**config.mk**
```make
export PLATFORM = sky130hd
export DESIGN_NAME = me_best_mv_sel_flat
export DESIGN_NICKNAME = d
export VERILOG_FILES = /design/src/rtl/me_best_mv_sel_if.sv /design/src/rtl/me_best_mv_sel.sv /design/src/flat_wrapper.sv
export SDC_FILE = /design/constraint.sdc
export NUM_CORES = 1
export LEC_CHECK = 0
export ABC_AREA = 0
export CORE_ASPECT_RATIO = 0.7
export CORE_MARGIN = 2
export CORE_UTILIZATION = 30
export CTS_CLUSTER_DIAMETER = 100
export DETAILED_ROUTE_END_ITERATION = 7
export PLACE_DENSITY = 0.48
export SLEW_MARGIN = 5
export SYNTH_ARGS = -nofsm -noshare
export SYNTH_HDL_FRONTEND = slang
export SYNTH_SLANG_ARGS = --single-unit
```
**constraint.sdc**
```tcl
create_clock -name clk -period 3.5 [get_ports clk]
set_clock_uncertainty 0.2 [all_clocks]
set_input_delay 0.7 -clock clk [delete_from_list [all_inputs] [get_ports clk]]
set_output_delay 0.7 -clock clk [all_outputs]
set_load 0.1 [all_outputs]
```
**src/rtl/me_best_mv_sel_if.sv**
```systemverilog
// Handshake and data bundle for me_best_mv_sel.
// Parameters: SAD_W (SAD lane width), MV_W (signed MV component width).
// Signals:
//   start, sad_valid, SAD16x16    : search input side (SAD16x16 = 4 lanes).
//   out_valid, out_ready, out_idx : winner handshake to mode decision.
//   out_mv_x, out_mv_y, out_sad   : winner data.
//   busy, done                    : window status.
// Modports: master = producer/consumer side, slave = me_best_mv_sel.
interface me_best_mv_sel_if #(
    parameter int SAD_W = 16,
    parameter int MV_W  = 7
);
    logic                    start;
    logic                    sad_valid;
    logic [4*SAD_W-1:0]      SAD16x16;
    logic                    busy;
    logic                    out_valid;
    logic                    out_ready;
    logic [1:0]              out_idx;
    logic signed [MV_W-1:0]  out_mv_x;
    logic signed [MV_W-1:0]  out_mv_y;
    logic [SAD_W-1:0]        out_sad;
    logic                    done;

    modport master (
        output start, sad_valid, SAD16x16, out_ready,
        input  busy, out_valid, out_idx,
        input  out_mv_x, out_mv_y, out_sad, done
    );

    modport slave (
        input  start, sad_valid, SAD16x16, out_ready,
        output busy, out_valid, out_idx,
        output out_mv_x, out_mv_y, out_sad, done
    );
endinterface

```
**src/rtl/me_best_mv_sel.sv**
```systemverilog
// Per-partition best-MV tracker for one integer ME search window.
// Ports: clk, rst_n (async active-low), bus (me_best_mv_sel_if.slave).
// Optional macro ME_MV_COST_EN: metric = SAD + LAMBDA*(|mvx|+|mvy|),
// saturated to SAD_W bits; otherwise metric = SAD.
module me_best_mv_sel #(
    parameter int SR     = 32,
    parameter int SAD_W  = 16,
    parameter int MV_W   = 7,
    parameter int LAMBDA = 4
) (
    input  logic              clk,
    input  logic              rst_n,
    me_best_mv_sel_if.slave   bus
);
    localparam logic signed [MV_W-1:0] MV_LO = MV_W'(-SR);
    localparam logic signed [MV_W-1:0] MV_HI = MV_W'(SR - 1);
    localparam logic [SAD_W-1:0]       SAD_MAX = '1;

    typedef enum logic [1:0] {IDLE, SEARCH, OUTPUT} state_t;

    state_t                 state;
    logic signed [MV_W-1:0] mv_x, mv_y;
    logic [SAD_W-1:0]       min_q [4];
    logic signed [MV_W-1:0] bx_q  [4];
    logic signed [MV_W-1:0] by_q  [4];

    logic [SAD_W-1:0]       metric [4];
    logic [SAD_W-1:0]       nmin   [4];
    logic signed [MV_W-1:0] nbx    [4];
    logic signed [MV_W-1:0] nby    [4];
    logic                   last_pos;
    logic [1:0]             nidx;

`ifdef ME_MV_COST_EN
    localparam int CW = SAD_W + 8;
    logic [MV_W-1:0] ax, ay;
    logic [CW-1:0]   cost;
    logic [CW-1:0]   wide [4];

    always_comb begin
        ax = mv_x[MV_W-1] ? MV_W'(-mv_x) : MV_W'(mv_x);
        ay = mv_y[MV_W-1] ? MV_W'(-mv_y) : MV_W'(mv_y);
        cost = CW'(LAMBDA) * (CW'(ax) + CW'(ay));
        for (int i = 0; i < 4; i++) begin
            wide[i] = CW'(bus.SAD16x16[i*SAD_W +: SAD_W]) + cost;
            metric[i] = (|wide[i][CW-1:SAD_W]) ? SAD_MAX
                                               : wide[i][SAD_W-1:0];
        end
    end
`else
    always_comb begin
        for (int i = 0; i < 4; i++) begin
            metric[i] = bus.SAD16x16[i*SAD_W +: SAD_W];
        end
    end
`endif

    // Strict less-than keeps the earliest raster position on ties.
    always_comb begin
        for (int i = 0; i < 4; i++) begin
            if (metric[i] < min_q[i]) begin
                nmin[i] = metric[i];
                nbx[i]  = mv_x;
                nby[i]  = mv_y;
            end else begin
                nmin[i] = min_q[i];
                nbx[i]  = bx_q[i];
                nby[i]  = by_q[i];
            end
        end
    end

    assign last_pos = (mv_x == MV_HI) && (mv_y == MV_HI);
    assign nidx     = bus.out_idx + 2'd1;

    always_ff @(posedge clk or negedge rst_n) begin
        if (!rst_n) begin
            state         <= IDLE;
            mv_x          <= MV_LO;
            mv_y          <= MV_LO;
            for (int i = 0; i < 4; i++) begin
                min_q[i] <= SAD_MAX;
                bx_q[i]  <= '0;
                by_q[i]  <= '0;
            end
            bus.busy      <= 1'b0;
            bus.out_valid <= 1'b0;
            bus.done      <= 1'b0;
            bus.out_idx   <= 2'd0;
            bus.out_mv_x  <= '0;
            bus.out_mv_y  <= '0;
            bus.out_sad   <= '0;
        end else begin
            bus.done <= 1'b0;
            unique case (state)
                IDLE: begin
                    if (bus.start) begin
                        state    <= SEARCH;
                        bus.busy <= 1'b1;
                        mv_x     <= MV_LO;
                        mv_y     <= MV_LO;
                        for (int i = 0; i < 4; i++) begin
                            min_q[i] <= SAD_MAX;
                            bx_q[i]  <= '0;
                            by_q[i]  <= '0;
                        end
                    end
                end
                SEARCH: begin
                    if (bus.sad_valid) begin
                        for (int i = 0; i < 4; i++) begin
                            min_q[i] <= nmin[i];
                            bx_q[i]  <= nbx[i];
                            by_q[i]  <= nby[i];
                        end
                        if (last_pos) begin
                            mv_x          <= MV_LO;
                            mv_y          <= MV_LO;
                            state         <= OUTPUT;
                            bus.out_valid <= 1'b1;
                            bus.out_idx   <= 2'd0;
                            // Lane 0 may improve on this very beat.
                            bus.out_mv_x  <= nbx[0];
                            bus.out_mv_y  <= nby[0];
                            bus.out_sad   <= nmin[0];
                        end else if (mv_x == MV_HI) begin
                            mv_x <= MV_LO;
                            mv_y <= mv_y + MV_W'(1);
                        end else begin
                            mv_x <= mv_x + MV_W'(1);
                        end
                    end
                end
                OUTPUT: begin
                    if (bus.out_ready) begin
                        if (bus.out_idx == 2'd3) begin
                            state         <= IDLE;
                            bus.out_valid <= 1'b0;
                            bus.busy      <= 1'b0;
                            bus.done      <= 1'b1;
                            bus.out_idx   <= 2'd0;
                        end else begin
                            bus.out_idx   <= nidx;
                            bus.out_mv_x  <= bx_q[nidx];
                            bus.out_mv_y  <= by_q[nidx];
                            bus.out_sad   <= min_q[nidx];
                        end
                    end
                end
                default: state <= IDLE;
            endcase
        end
    end
endmodule

```
**src/flat_wrapper.sv**
```systemverilog
// flat-port wrapper written by rule: the top's interface ports become plain ports
module me_best_mv_sel_flat 
#(
    parameter int SR     = 32,
    parameter int SAD_W  = 16,
    parameter int MV_W   = 7,
    parameter int LAMBDA = 4
)
  (clk, rst_n, bus_start, bus_sad_valid, bus_SAD16x16, bus_out_ready, bus_busy, bus_out_valid, bus_out_idx, bus_out_mv_x, bus_out_mv_y, bus_out_sad, bus_done);
  me_best_mv_sel_if #(.SAD_W(SAD_W), .MV_W(MV_W)) bus_i ();
  input  logic clk;
  input  logic rst_n;
  input wire logic [$bits(bus_i.start)-1:0] bus_start;
  input wire logic [$bits(bus_i.sad_valid)-1:0] bus_sad_valid;
  input wire logic [$bits(bus_i.SAD16x16)-1:0] bus_SAD16x16;
  input wire logic [$bits(bus_i.out_ready)-1:0] bus_out_ready;
  output wire logic [$bits(bus_i.busy)-1:0] bus_busy;
  output wire logic [$bits(bus_i.out_valid)-1:0] bus_out_valid;
  output wire logic [$bits(bus_i.out_idx)-1:0] bus_out_idx;
  output wire logic [$bits(bus_i.out_mv_x)-1:0] bus_out_mv_x;
  output wire logic [$bits(bus_i.out_mv_y)-1:0] bus_out_mv_y;
  output wire logic [$bits(bus_i.out_sad)-1:0] bus_out_sad;
  output wire logic [$bits(bus_i.done)-1:0] bus_done;
  assign bus_i.start = bus_start;
  assign bus_i.sad_valid = bus_sad_valid;
  assign bus_i.SAD16x16 = bus_SAD16x16;
  assign bus_i.out_ready = bus_out_ready;
  assign bus_busy = bus_i.busy;
  assign bus_out_valid = bus_i.out_valid;
  assign bus_out_idx = bus_i.out_idx;
  assign bus_out_mv_x = bus_i.out_mv_x;
  assign bus_out_mv_y = bus_i.out_mv_y;
  assign bus_out_sad = bus_i.out_sad;
  assign bus_done = bus_i.done;
  me_best_mv_sel #(.SR(SR), .SAD_W(SAD_W), .MV_W(MV_W), .LAMBDA(LAMBDA)) u_core (.clk(clk), .rst_n(rst_n), .bus(bus_i));
endmodule
```
## Yosys cells after proc, flatten, opt, wreduce, memory -nomap -nowiden

Cells that the tools add are included.
Widths: inputs -> output; s select.

| storage, ports and cells | value |
|---|---|
| register bits | 171 |
| bits of input ports | 69 |
| output and inout port bits | 35 |

| cells by class | value |
|---|---|
| $add $sub $neg | 3 |
| bitwise gates (word level) | 1 |
| $lt $le $gt $ge | 5 |
| reduce and logical (&&, ||, !) cells | 15 |
| equal/unequal tests | 15 |
| mux-type cells | 74 |

Operator list:

| cell | number |
|---|---|
| $mux 7 | 27 |
| $mux 16 | 10 |
| $mux 64 | 2 |
| $pmux 64 s2 | 1 |
| $pmux 28 s2 | 2 |
| $mux 28 | 3 |
| $lt 16x16->1 | 4 |
| $pmux 7 s2 | 4 |
| $bmux 16 s2 | 1 |
| $pmux 16 s2 | 1 |
| $bmux 7 s2 | 2 |
| $reduce_and 4->1 | 6 |
| $mux 2 | 9 |
| $reduce_and 5->1 | 3 |
| $add 7x2->7 const B | 2 |
| $eq 7x6->1 const B | 2 |
| $ne 2x1->1 const B | 5 |
| $mux 1 | 8 |
| $ne 2x2->1 const B | 4 |
| $pmux 2 s3 | 1 |
| $reduce_bool 2->1 | 3 |
| $eq 2x2->1 const B | 2 |
| $pmux 1 s2 | 2 |
| $pmux 2 s2 | 1 |
| 8 further kinds | 8 |

## Depth between registers and ports, before layout

| depth | value |
|---|---|
| depth in word-level cells | 8 |
| gate-level depth with buffers | 11 |

## Worst setup path after synthesis

OpenSTA, ideal clock, no wires.

| path | value |
|---|---|
| kind | input-to-reg |
| start | input bus_SAD16x16[2] |
| end | register u_core.bus.out_sad[6] |
| slack | 585 ps |
| stages on the path | 9 |
| arrival time | 2,611 ps |
| buffers on the path | 2 |
| cells stage by stage | ha_1 a211o_1 a31oi_1 o21ai_1 a211o_1 buf_2 clkbuf_1 mux2i_1 a221oi_1 |

| on the way | value |
|---|---|
| longest elaborated chain between the ends | 5 |

Ends and longest elaborated chain:

| element | line | RTL |
|---|---|---|
| start, declared | flat_wrapper.sv:15 | `input wire logic [$bits(bus_i.SAD16x16)-1:0] bus_SAD16x16;` |
| $lt 16x16->1 | me_best_mv_sel.sv:61 | `if (metric[i] < min_q[i]) begin` |
| $mux 16 | me_best_mv_sel.sv:61 |  |
| $mux 16 | me_best_mv_sel.sv:116 | `if (last_pos) begin` |
| $mux 16 | me_best_mv_sel.sv:110 | `if (bus.sad_valid) begin` |
| $pmux 16 s2 | me_best_mv_sel.sv:95 | `unique case (state)` |
| end signal, assigned | me_best_mv_sel.sv:125 | `bus.out_sad <= nmin[0];` |
| end signal, assigned | me_best_mv_sel.sv:146 | `bus.out_sad <= min_q[nidx];` |
| end, declared | me_best_mv_sel_if.sv:34 | `output out_mv_x, out_mv_y, out_sad, done` |

No other way between the ends. The select of a mux whose other input is x is not followed.
A chain may end at the register's enable or synchronous reset.

## Worst setup path after layout

| path | value |
|---|---|
| start | input bus_SAD16x16[2] |
| end | register u_core.bus.out_sad[15] |

The elaborated chain is that of the path after synthesis.

==> results by group <==
Clock network
  – CTS Sinks: 171
  – Postcts setup bufs: 0
  – Worst skew pair latency: 0.45 ns
  – CTS tree: built
  – Clock buffer count from CTS: 17
  – Post_cts resized: 0
  – CTS Buffer Depth: 2
  – H-tree depth: 4
  – Hold_buf cts: 0
  – Clk pin slew, worst setup/hold paths: 0.07 ns
  – CTS root buf: clkbuf_16

Pwr
  – Pwr Total: 8.07 mW
  – Leak: 5.24 nW
  – VDD IR max: 0.284 mV
  – Pwr Density: 673 mW/mm²

Placement
  – Port Buf Inserts: 103
  – Placed Cells: 1379
  – DP HPWL: 21800 µm
  – Setup WS pre-CTS: -0.0720 ns
  – Final GP Congestion: 0.801

Outcome
  – Status: complete, no violations

Floorplanning
  – Starting density of the core: 30.3%
  – Core Box Area: 0.0321 mm²
  – Total die area: 0.0339 mm²
  – Num ports: 104
  – Die Width: 219 µm
  – Die Ht: 155 µm
  – Row count: 55

STA
  – Final setup margin: 0.371 ns
  – Final setup fails: 0
  – Max Clock Freq: 320 MHz
  – Final Slew Violations: 0
  – Worst Tran Pin Value: 0.657 ns
  – Slew headroom: 56.2%
  – Crit share post-route: 89.4%
  – Fin crit period: 3.13 ns
  – Final Hold Vio Count: 0
  – Setup TNS: 0 ns
  – RSZ-0062 raised after global routing: false
  – WHS: 0.0696 ns

Finish
  – Multi-input logic area: 0.00479 mm²
  – ANT cells: 0
  – # nets final: 1103
  – Commonest cells after routing, fill and taps aside: dfrtp_1, nor2_1, buf_4, dfstp_2, clkdlybuf4s50_1
  – Post-route insts no fill: 1410
  – Area Overhead vs Synth: 23.3%
  – Commonest non-fill, non-tap cell in the layout: dfrtp_1
  – Register area: 0.00436 mm²
  – Fillers: 3156
  – Share of post-route cells with drive strength above 1: 25.7%

Synthesis
  – Mean Syn Cell Area: 11.2 µm²
  – Share of Yosys cell area claimed by the top area cell type: 26.5%
  – Register area share after synthesis: 44.9%
  – Syn Nets: 1000
  – Netlist Area Pre-Place: 0.00972 mm²
  – Cells after synthesis: 868
  – Yosys warnings: 0
  – Post-synth top area cell: dfrtp_1
  – Area contributors post-synth: dfrtp_1, dfstp_2, ha_1, mux4_2, a221oi_2
  – #FFs+latches synth: 171
  – Unique cell type count in the Yosys netlist: 49

Worst setup path
  – CP Max Fanout: 22
  – R2R Path End: u_core.bus.out_sad[15]$_DFFE_PN0P_
  – Crit. End Element: flop
  – CP Data Required Time: 3.65 ns
  – Reg-to-Reg Start: u_core.min_q[50]$_DFFE_PN1P_
  – Flop2flop setup slack: 0.50 ns
  – CP max stage delay: 0.43 ns
  – Worst path buffer plus inverter count: 2
  – R2R depth: 9
  – Startpoint types: input port
  – Crit path cell chain: clkdlybuf4s50_1, ha_1, a211o_1, a31oi_1, o21ai_1, a211o_2, buf_12, mux2i_1, a221oi_2
  – CP max-delay cell: clkdlybuf4s50_1
  – Cell family with most CP delay: compound AO/OA/AOI/OAI gates
  – Critical path arrival: 3.28 ns
  – Setup CP Type: input port to flop

GRT
  – Total grt overflow: 0
  – Pin count of the biggest net entering global routing: 61
  – Antenna violations before repair: 0
  – GRT Total Usage: 19.0%
  – First-pass GRT wire length: 47600 µm
  – Number of global-route vias before repair: 7452

Route
  – Via Count: 7487
  – Wire per inst: 21.9 µm
  – Via density: 5.31
  – WL final: 30800 µm
  – Remaining DRCs: 0
  – Post-route ant nets: 0
  – Initial DRC count: 599
  – 1st-pass router iterations: 5

Flow run
  – Max Cap Viol: 0

Hold path
  – Worst hold path type: input port to async pin
-- cell usage after synthesis (all sizes together) --
| cell type | instances |
|---|---|
| dfstp | 68 |
| buf | 21 |
| nand2b | 7 |
| mux2i | 31 |
| or2 | 6 |
| nor2b | 3 |
| o31a | 1 |
| clkbuf | 47 |
| a21oi | 32 |
| o21a | 1 |
| and2 | 5 |
| or3 | 1 |
| a211o | 2 |
| a22oi | 1 |
| o32a | 16 |
| a221oi | 31 |
| o211ai | 1 |
| o31ai | 4 |
| o2111a | 1 |
| or4 | 2 |
| a22o | 43 |
| ha | 63 |
| nor2 | 80 |
| o21ai | 58 |
| a32o | 17 |
| a2bb2oi | 48 |
| nand3 | 11 |
| or3b | 1 |
| o22a | 2 |
| mux4 | 30 |
| nand2 | 32 |
| a21o | 5 |
| inv | 66 |
| o2111ai | 2 |
| and3 | 7 |
| nand4 | 11 |
| a211oi | 1 |
| a31oi | 3 |
| dfrtp | 103 |
| nor3 | 4 |
-- metal layers --
layer	GRT usage [%]	vias to the layer above	wire length (µm)
met4	3.83	0	246
met2	26.0	191	12500
met5	0	-	0
met1	30.1	3800	16300
met3	4.03	20	1750
li1	-	3476	-
-- per-stage QoR --
step                      utilization [%]  area (µm²)
after floorplan                         -        9720
after global placement               35.5       11400
after detailed placement             35.5       11400
after CTS                            37.3       12000
after global routing                 37.3       12000
final                                37.3       12000
-- cell type report --
type | instances | area share (%)
inverter | 66 | 2.07
multi-input combinational | 563 | 40.0
sequential | 171 | 36.4
timing repair buffer | 152 | 12.2
tap | 427 | 4.45
clock buffer | 20 | 3.81
clock inverter | 11 | 1.14
-- sequential cells by signal, indices dropped and copies added, names as in the netlist, 7 cells and up --
| name | count |
|---|---|
| u_core.min_q | 64 |
| u_core.bx_q | 28 |
| u_core.by_q | 28 |
| u_core.bus.out_sad | 16 |
| u_core.bus.out_mv_x | 7 |
| u_core.bus.out_mv_y | 7 |
| u_core.mv_x | 7 |
| u_core.mv_y | 7 |
-- how the worst max path moves through the flow --
stage               startpoint                                 end  cells after the start
3_5_place_dp   bus_SAD16x16[2]  u_core.bus.out_sad[15]$_DFFE_PN0P_                      9
6_report       bus_SAD16x16[2]  u_core.bus.out_sad[15]$_DFFE_PN0P_                      9
2_1_floorplan  bus_SAD16x16[2]   u_core.bus.out_sad[6]$_DFFE_PN0P_                      9
3_3_place_gp   bus_SAD16x16[2]  u_core.bus.out_mv_y[4]$_DFFE_PN0P_                      9
4_1_cts        bus_SAD16x16[2]  u_core.bus.out_sad[15]$_DFFE_PN0P_                      9
5_1_grt        bus_SAD16x16[2]  u_core.bus.out_mv_y[4]$_DFFE_PN0P_                      9
-- power breakdown --
part / switching [mW] / total (mW) / internal, mW
clock network: 0.870 / 1.97 / 1.10
logic: 1.40 / 2.77 / 1.37
registers: 0.542 / 3.33 / 2.79
-- kinds of logic (layout without fill, tap and decap cells) --
logic type / after synthesis / in the layout / share of synthesized area (%)
multiplexers: 61 / 61 / 10.1
AO/OA/AOI/OAI: 269 / 269 / 22.8
buffers and inverters: 134 / 249 / 5.93
AND/OR/NAND/NOR: 170 / 170 / 8.14
adder cells (fa/ha/maj): 63 / 63 / 8.11
flip-flops: 171 / 171 / 44.9
(Power assumes the default switching activity.)
